## src/rtl/byte_fifo_pkg.sv

```systemverilog
// Shared types for byte_fifo: classification of each cycle's accepted operations.
package byte_fifo_pkg;

    typedef enum logic [1:0] {
        OpNone  = 2'b00,
        OpWrite = 2'b01,
        OpRead  = 2'b10,
        OpBoth  = 2'b11
    } fifo_op_e;

    function automatic fifo_op_e decode_op(input logic wr_acc, input logic rd_acc);
        return fifo_op_e'({rd_acc, wr_acc});
    endfunction

endpackage

```

## src/rtl/byte_fifo_mem.sv

```systemverilog
// Simple dual-port register array: synchronous write, combinational read.
module byte_fifo_mem #(
    parameter int unsigned WIDTH = 8,
    parameter int unsigned DEPTH = 8,
    localparam int unsigned AW   = $clog2(DEPTH)
) (
    input  logic             clk,
    input  logic             wr_en,
    input  logic [AW-1:0]    wr_addr,
    input  logic [WIDTH-1:0] wr_data,
    input  logic [AW-1:0]    rd_addr,
    output logic [WIDTH-1:0] rd_data
);

    logic [WIDTH-1:0] mem [DEPTH];

    // Storage has no reset; contents are meaningless until written.
    always_ff @(posedge clk) begin
        if (wr_en) begin
            mem[wr_addr] <= wr_data;
        end
    end

    assign rd_data = mem[rd_addr];

endmodule

```

## src/rtl/byte_fifo.sv

```systemverilog
// Single-clock byte FIFO with registered read data, not-empty flag and sticky overflow.
module byte_fifo
    import byte_fifo_pkg::*;
#(
    parameter int unsigned WIDTH = 8,
    parameter int unsigned DEPTH = 8,
    localparam int unsigned AW   = $clog2(DEPTH)
) (
    input  logic             clk,
    input  logic             rst,
    input  logic             okuma_cs,
    input  logic             yazma_cs,
    input  logic [WIDTH-1:0] data_in,
    output logic [WIDTH-1:0] data_out,
    output logic             ready,
    output logic             overflow
);

    logic [AW-1:0]    wr_ptr;
    logic [AW-1:0]    rd_ptr;
    logic [AW:0]      count;
    logic [WIDTH-1:0] rd_data;
    logic             full;
    logic             empty;
    logic             wr_acc;
    logic             rd_acc;
    fifo_op_e         op;

    assign full  = (count == (AW + 1)'(DEPTH));
    assign empty = (count == '0);

    // A read in the same cycle frees a slot, so a full FIFO still takes the write.
    assign wr_acc = yazma_cs & (~full | okuma_cs);
    assign rd_acc = okuma_cs & ~empty;
    assign op     = decode_op(wr_acc, rd_acc);

    byte_fifo_mem #(
        .WIDTH (WIDTH),
        .DEPTH (DEPTH)
    ) u_mem (
        .clk     (clk),
        .wr_en   (wr_acc),
        .wr_addr (wr_ptr),
        .wr_data (data_in),
        .rd_addr (rd_ptr),
        .rd_data (rd_data)
    );

    always_ff @(posedge clk or negedge rst) begin
        if (!rst) begin
            wr_ptr   <= '0;
            rd_ptr   <= '0;
            count    <= '0;
            data_out <= '0;
            overflow <= 1'b0;
        end else begin
            if (wr_acc) begin
                wr_ptr <= wr_ptr + 1'b1;
            end
            if (rd_acc) begin
                rd_ptr   <= rd_ptr + 1'b1;
                data_out <= rd_data;
            end
            case (op)
                OpWrite: count <= count + 1'b1;
                OpRead:  count <= count - 1'b1;
                default: count <= count;
            endcase
            if (yazma_cs && full && !okuma_cs) begin
                overflow <= 1'b1;
            end
        end
    end

    assign ready = ~empty;

endmodule

```

## config.mk

```make
export PLATFORM = sky130hd
export DESIGN_NAME = byte_fifo
export DESIGN_NICKNAME = d
export VERILOG_FILES = /design/src/rtl/byte_fifo_pkg.sv /design/src/rtl/byte_fifo_mem.sv /design/src/rtl/byte_fifo.sv
export SDC_FILE = /design/constraint.sdc
export NUM_CORES = 1
export LEC_CHECK = 0
export CORE_MARGIN = 3
export CORE_UTILIZATION = 60
export DETAILED_ROUTE_END_ITERATION = 8
export DONT_BUFFER_PORTS = 1
export PLACE_DENSITY_LB_ADDON = 0.05
export SYNTH_ARGS = -nofsm -noshare
export SYNTH_HDL_FRONTEND = slang
export SYNTH_HIERARCHICAL = 1
export SYNTH_SLANG_ARGS = --single-unit
```

## constraint.sdc

```tcl
create_clock -name clk -period 5.6 [get_ports clk]
set_clock_uncertainty 0.1 [all_clocks]
set_input_delay 0.56 -clock clk [delete_from_list [all_inputs] [get_ports clk]]
set_output_delay 0.56 -clock clk [all_outputs]
set_load 0.02 [all_outputs]
```

==> impl_results.md, run 1 <==
- Final total negative setup slack: 0 ns
- DR pass1 iterations: 4
- Classification of the worst-slack hold path: input pin to flip-flop
- Initial core utilization: 0.626
- Number of enable flip-flop cells after synthesis: 64
- Cell taking the most area after synthesis: sky130_fd_sc_hd__edfxtp_1
- Number of synthesized register bits: 83
- Total clock sinks: 83
- Number of resized instances in the post-cts repair step: 0
- Arr. time, crit path: 3.14 ns
- Share of layout cells above drive strength 1: 0.204
- Top cell types by occurrence after synthesis: sky130_fd_sc_hd__edfxtp_1, sky130_fd_sc_hd__dfrtp_1, sky130_fd_sc_hd__mux4_1
- Slowest cell on crit path: sky130_fd_sc_hd__o41a_1
- Horizontal die dimension: 82.3 um
- Total count of max-transition violations in the final report: 0
- Number of buffers inserted by port buffering: 0
- Critical Path Max Stage Delay: 0.69 ns
- Total gr overflow: 0
- Fin worst setup slack: 2.58 ns
- Cts bufs inserted: 9
- Fin. Hold Viols: 0
- Final #Nets: 204
- # diodes: 0
- Placeable core area: 5570 um^2
- Worst max-slew margin expressed relative to the limit: 0.367
- Yosys warns: 6
- Timing-limited maximum frequency: 331 MHz
- Final non-filler cell area: 3740 um^2
- Power per Cell Area: 509 nW/um^2
- Initial DRC Count: 130
- I/O Pins: 22
- Count of unresolved DRC violations after routing: 0
- Syn avg cell area: 19.4 um^2
- Max_cap viols: 0
- Source-to-sink clock delay at the later pin of the worst-skew pair: 0.35 ns
- Worst Hold Margin: 0.203 ns
- Routed WL: 5430 um
- Critical Path, Cell by Cell: o41a_1 -> ha_1 -> ha_1 -> or4b_2 -> o311ai_0 -> o211ai_1
- Total instance count after detailed placement: 246
- Number of nets still failing antenna checks after routing: 0
- Via density: 6.05
- Required time at the worst-slack endpoint: 5.72 ns
- Synth-to-Final Area Change: 7.02%
- Instance count of the mapped netlist: 180
- Routed length per placed instance: 20.7 um
- Placed inst area: 3530 um^2
- CTS tree: built
- Count leader, synth: sky130_fd_sc_hd__edfxtp_1
- Htree depth: 3
- Final core utilization: 0.670
- Final standard cell count with taps included and fillers excluded: 263
- Die footprint: 6770 um^2
- Largest cells by area after synthesis: sky130_fd_sc_hd__edfxtp_1, sky130_fd_sc_hd__dfrtp_1, sky130_fd_sc_hd__mux4_1
- Mapped Nets: 198
- Top cell type's share of synthesized area: 0.550
- Via count of the first global-routing pass: 1669
- Crit path max fanout: 12
- Leak pwr: 1.34 nW
- Via total after detailed routing: 1592
- Crit start category: flip-flop
- First-pass GRT wire length: 8510 um
- Minimum setup slack after placement: 2.57 ns
- Async S/R FF share, synth: 0.229
- Minimum period implied by the final worst setup slack: 3.02 ns
- Clock transition time at the flip-flop clock pins of the worst setup and hold paths: 0.08 ns
- Result of the run: completed
- Half-perimeter wire length of the detailed placement result: 3550 um
- Top FF cell, synth: sky130_fd_sc_hd__edfxtp_1
- Slew of the pin with the lowest slew margin: 0.946 ns
- Master cell of the clock root buffer: sky130_fd_sc_hd__clkbuf_8
- Number of endpoints failing setup at the final stage: 0
- Most common cell type on the critical path: sky130_fd_sc_hd__ha_1
- Final total power: 1.90 mW
- Part of the Yosys area used for sequential elements: 0.686
- Library cells used by synthesis: 33
- VDD IR max: 0.233 mV
- Category of the critical setup timing path: flip-flop to flip-flop
- Row cnt: 27
- Initial antenna violation count: 0
- Final period utilization: 0.539
- Maximum clock insertion buffer count: 2
- Sort of element at the end of the critical path: flip-flop
- Overall track demand over capacity in global routing: 0.186
- Largest net degree at the start of global routing: 20
- RSZ-0062 raised after global routing: false
- Vertical die dimension: 82.3 um
- Routability congestion estimate: 0.694
- Cell area after synthesis: 3490 um^2
## critical path, delay by kind of cell, from the launching register on
family | cells | cell delay, ns
DFF | 1 | 0.44
and+or+nand+nor | 1 | 0.65
AOI/OAI and AO/OA | 3 | 0.94
adders and majority gates | 2 | 0.77
## logic make-up after synthesis
| logic type | Yosys count | share of synthesized area |
|---|---|---|
| XOR/XNOR | 6 | 0.0151 |
| multiplexers | 36 | 0.191 |
| buffers and inverters | 15 | 0.0258 |
| AND/OR/NAND/NOR | 24 | 0.0355 |
| flip-flops | 83 | 0.686 |
| AO/OA/AOI/OAI | 10 | 0.0226 |
| adder cells (fa/ha/maj) | 6 | 0.0236 |
## worst paths after layout
| check | from | endpoint | slack (ns) | depth (start not counted) |
|---|---|---|---|---|
| max in group asynchronous | rst | wr_ptr[1] | 4.22 | 1 |
| min | data_in[4] | u_mem/mem[2][4] | 0.20 | 0 |
| max | count[0] | count[3] | 2.58 | 6 |
| min in group asynchronous | rst | rd_ptr[2] | 0.66 | 1 |
| min reg2reg | wr_ptr[2] | wr_ptr[2] | 0.41 | 1 |
| max reg2reg | count[0] | count[3] | 2.58 | 6 |
## cell usage in the layout, fill, tap and decap left out, types with 3 or more instances in the layout
master,count
sky130_fd_sc_hd__mux4_1,15
sky130_fd_sc_hd__xor2_1,3
sky130_fd_sc_hd__ha_1,5
sky130_fd_sc_hd__edfxtp_1,64
sky130_fd_sc_hd__nor2_1,6
sky130_fd_sc_hd__inv_1,7
sky130_fd_sc_hd__nor3b_1,3
sky130_fd_sc_hd__clkbuf_8,9
sky130_fd_sc_hd__mux2_4,7
sky130_fd_sc_hd__nor3_1,3
sky130_fd_sc_hd__mux2_2,12
sky130_fd_sc_hd__clkinvlp_4,3
sky130_fd_sc_hd__nand2b_1,4
sky130_fd_sc_hd__dfrtp_1,19
sky130_fd_sc_hd__xnor2_1,3
sky130_fd_sc_hd__nand2_1,5
## area by class of cell
| type | count | area, um^2 |
|---|---|---|
| Inverter | 7 | 26.3 |
| Fill cell | 398 | 1840 |
| Clock inverter | 6 | 66.3 |
| Timing Repair Buffer | 3 | 25.0 |
| Multi-Input combinational cell | 82 | 1000 |
| Clock buffer | 10 | 128 |
| Tap cell | 72 | 90.1 |
| Sequential cell | 83 | 2400 |
## per-layer routing
layer	share of wire	wire, um	up-vias	track usage
met5	0	0	-	0
met4	0.021	116	0	0.106
met3	0.053	290	10	0.0412
met2	0.50	2740	51	0.303
met1	0.42	2290	799	0.229
li1	-	-	732	-
## sequential cells by signal, summed over array words and instances, names as in the netlist
signal,count
data_out,8
u_mem/mem,64
overflow,1
rd_ptr,3
count,4
wr_ptr,3
## power breakdown
group          total (mW)  switching (mW)  internal, mW
registers           0.994           0.185         0.809
clock network       0.408           0.202         0.206
logic               0.499           0.202         0.297
## what timing repair did
action | in CTS | in global routing
hold buffers | 1 | 0
setup endpoints to repair | 0 | 0
hold endpoints to repair | 19 | 0
buffers inserted | 0 | 0
Note: power is estimated with default switching activity, not from simulation.
==> run 2, diff against run 1 <==
--- a/config.mk
+++ b/config.mk
@@ -6,7 +6,7 @@
 export NUM_CORES = 1
 export LEC_CHECK = 0
 export CORE_MARGIN = 3
-export CORE_UTILIZATION = 60
+export CORE_UTILIZATION = 56
 export DETAILED_ROUTE_END_ITERATION = 8
 export DONT_BUFFER_PORTS = 1
 export PLACE_DENSITY_LB_ADDON = 0.05
==> constraint.sdc (replaced) <==
create_clock -name clk -period 2.75 [get_ports clk]
set_clock_uncertainty 0.1 [all_clocks]
set_input_delay 0.275 -clock clk [delete_from_list [all_inputs] [get_ports clk]]
set_output_delay 0.275 -clock clk [all_outputs]
set_load 0.02 [all_outputs]
==> run 2 against run 1 <==
Net effect: via count increased by 8.2%; sequential cell count unchanged; maximum frequency increased by 15%; count of clock-buffer cells in the layout increased by 2; largest power group unchanged; highest routed layer unchanged.
==> impl_results.md, run 2 (synthesis results as in run 1) <==
- Result of the run: completed
- Source-to-sink clock delay at the later pin of the worst-skew pair: 0.34 ns (about the same)
- Initial core utilization: 0.583 (-0.0436)
- Share of layout cells above drive strength 1: 0.245 (+0.0412)
- Final core utilization: 0.655 (-0.0153)
- Total count of max-transition violations in the final report: 0 (unchanged)
- Maximum clock insertion buffer count: 2 (unchanged)
- Horizontal die dimension: 85.0 um (+3.3%)
- Row cnt: 28 (+3.7%)
- RSZ-0062 raised after global routing: false
- Total clock sinks: 83 (unchanged)
- Final #Nets: 229 (+12%)
- # diodes: 0 (unchanged)
- Arr. time, crit path: 2.74 ns (-0.40 ns)
- Initial antenna violation count: 0 (unchanged)
- Final non-filler cell area: 3930 um^2 (+5.0%)
- Crit path max fanout: 6 (-6)
- Top reg by flops: u_mem/mem
- Leading cell types in the layout, fill and taps excluded: sky130_fd_sc_hd__edfxtp_1, sky130_fd_sc_hd__dfrtp_1, sky130_fd_sc_hd__buf_4, sky130_fd_sc_hd__mux4_1, sky130_fd_sc_hd__mux2_2
- Final total negative setup slack: 0 ns (unchanged)
- Category of the critical setup timing path: flip-flop to flip-flop
- Crit start category: flip-flop
- Placed inst area: 3660 um^2 (+3.5%)
- Register-to-register path setup slack: 0.12 ns (-2.46 ns)
- Slew of the pin with the lowest slew margin: 0.944 ns (-0.00237 ns)
- Routed length per placed instance: 20.9 um (+1.2%)
- Number of buffers inserted by port buffering: 0 (unchanged)
- Minimum period implied by the final worst setup slack: 2.63 ns (-0.386 ns)
- Most common cell after layout, fill and taps aside: sky130_fd_sc_hd__edfxtp_1
- Worst max-slew margin expressed relative to the limit: 0.369 (+0.00184)
- Classification of the worst-slack hold path: input pin to flip-flop
- Via density: 5.92 (-2.2%)
- Number of nets still failing antenna checks after routing: 0 (unchanged)
- Via count of the first global-routing pass: 1873 (+12%)
- First-pass GRT wire length: 9790 um (+15%)
- Total instance count after detailed placement: 265 (+7.7%)
- Timing-limited maximum frequency: 380 MHz (+15%)
- Number of filler instances in the final layout: 405 (+1.8%)
- Htree depth: 3 (unchanged)
- Clock transition time at the flip-flop clock pins of the worst setup and hold paths: 0.08 ns (about the same)
- Fin worst setup slack: 0.120 ns (-2.46 ns)
- Cts bufs inserted: 9 (unchanged)
- DR pass1 iterations: 4 (unchanged)
- Total gr overflow: 0 (unchanged)
- Sort of element at the end of the critical path: flip-flop
- Master cell of the clock root buffer: sky130_fd_sc_hd__clkbuf_8
- Final standard cell count with taps included and fillers excluded: 291 (+11%)
- Number of endpoints failing setup at the final stage: 0 (unchanged)
- Max reg flops: 64 (unchanged)
- Minimum setup slack after placement: 0.130 ns (-2.44 ns)
- Die footprint: 7220 um^2 (+6.6%)
- Largest net degree at the start of global routing: 20 (unchanged)
- Routed WL: 6080 um (+12%)
- Synth-to-Final Area Change: 12.4%
- CTS tree: built
- Initial DRC Count: 114 (-12%)
- Power per Cell Area: 991 nW/um^2 (+95%)
- Overall track demand over capacity in global routing: 0.187 (+0.00131)
- Leak pwr: 1.45 nW (+8.1%)
- Required time at the worst-slack endpoint: 2.86 ns (-2.86 ns)
- VDD IR max: 0.590 mV (+150%)
- Fin. Hold Viols: 0 (unchanged)
- Via total after detailed routing: 1722 (+8.2%)
- Placeable core area: 5990 um^2 (+7.5%)
- Leading registers by flop count: u_mem/mem (64), data_out (8), count (4)
- Final period utilization: 0.957 (+0.418)
- Routability congestion estimate: 0.738 (+6.4%)
- Vertical die dimension: 85.0 um (+3.3%)
- Max_cap viols: 0 (unchanged)
- I/O Pins: 22 (unchanged)
- Count of unresolved DRC violations after routing: 0 (unchanged)
- Half-perimeter wire length of the detailed placement result: 4090 um (+15%)
run 2: worst paths after layout:
check,cells after the start,to,from
max,6,count[3],count[0]
min,2,overflow,okuma_cs
max reg2reg,6,count[3],count[0]
min reg2reg,1,wr_ptr[2],wr_ptr[2]
max in group asynchronous,1,data_out[7],rst
min in group asynchronous,1,rd_ptr[0],rst
run 2: power breakdown:
part	internal (mW)	switching [mW]	leakage, nW	total, mW
combinational	0.681	0.503	0.567	1.18
clock	0.327	0.400	0.0742	0.727
sequential	1.65	0.331	0.804	1.98
total	2.65	1.23	1.45	3.89
run 2: critical path, cell delays in order, from the launching register on:
cell and delay [ns]:
sky130_fd_sc_hd__dfrtp_1 0.47, sky130_fd_sc_hd__o41a_1 0.45, sky130_fd_sc_hd__ha_1 0.21, sky130_fd_sc_hd__ha_1 0.35, sky130_fd_sc_hd__or4b_2 0.64, sky130_fd_sc_hd__o311ai_0 0.13, sky130_fd_sc_hd__o211ai_1 0.15
run 2: per-layer routing:
metal  GRT usage  wire, um  share of wire  vias up
met5           0         0              0        -
met4       0.101       183          0.030        0
met3      0.0379       229          0.038       19
met2       0.316      3170           0.52       40
met1       0.225      2500           0.41      878
li1            -         -              -      785
run 2: metrics by stage:
stage,power [mW],hold slack (ns)
finish,3.89,0.0876
global route,4.11,0.0773
CTS,3.92,0.0682
detailed placement,3.16,-0.120
global placement,3.08,-0.120
floorplan,2.86,-0.121
run 2: repair_timing:
| item | 4_1_cts | 5_1_grt |
|---|---|---|
| hold endpoints to repair | 84 | 0 |
| buffers inserted | 0 | 0 |
| hold buffers | 10 | 0 |
| resized for setup | 0 | 1 |
| endpoints found under the setup margin | 0 | 1 |
run 2: area by class of cell:
class | count | area, um^2 | area share
Clock buffer | 12 | 135 | 0.0344
Clock inverter | 4 | 27.5 | 0.00701
Multi-Input combinational cell | 82 | 1010 | 0.257
Timing Repair Buffer | 28 | 235 | 0.0599
Sequential cell | 83 | 2400 | 0.611
Inverter | 7 | 26.3 | 0.00669
Tap cell | 75 | 93.8 | 0.0239
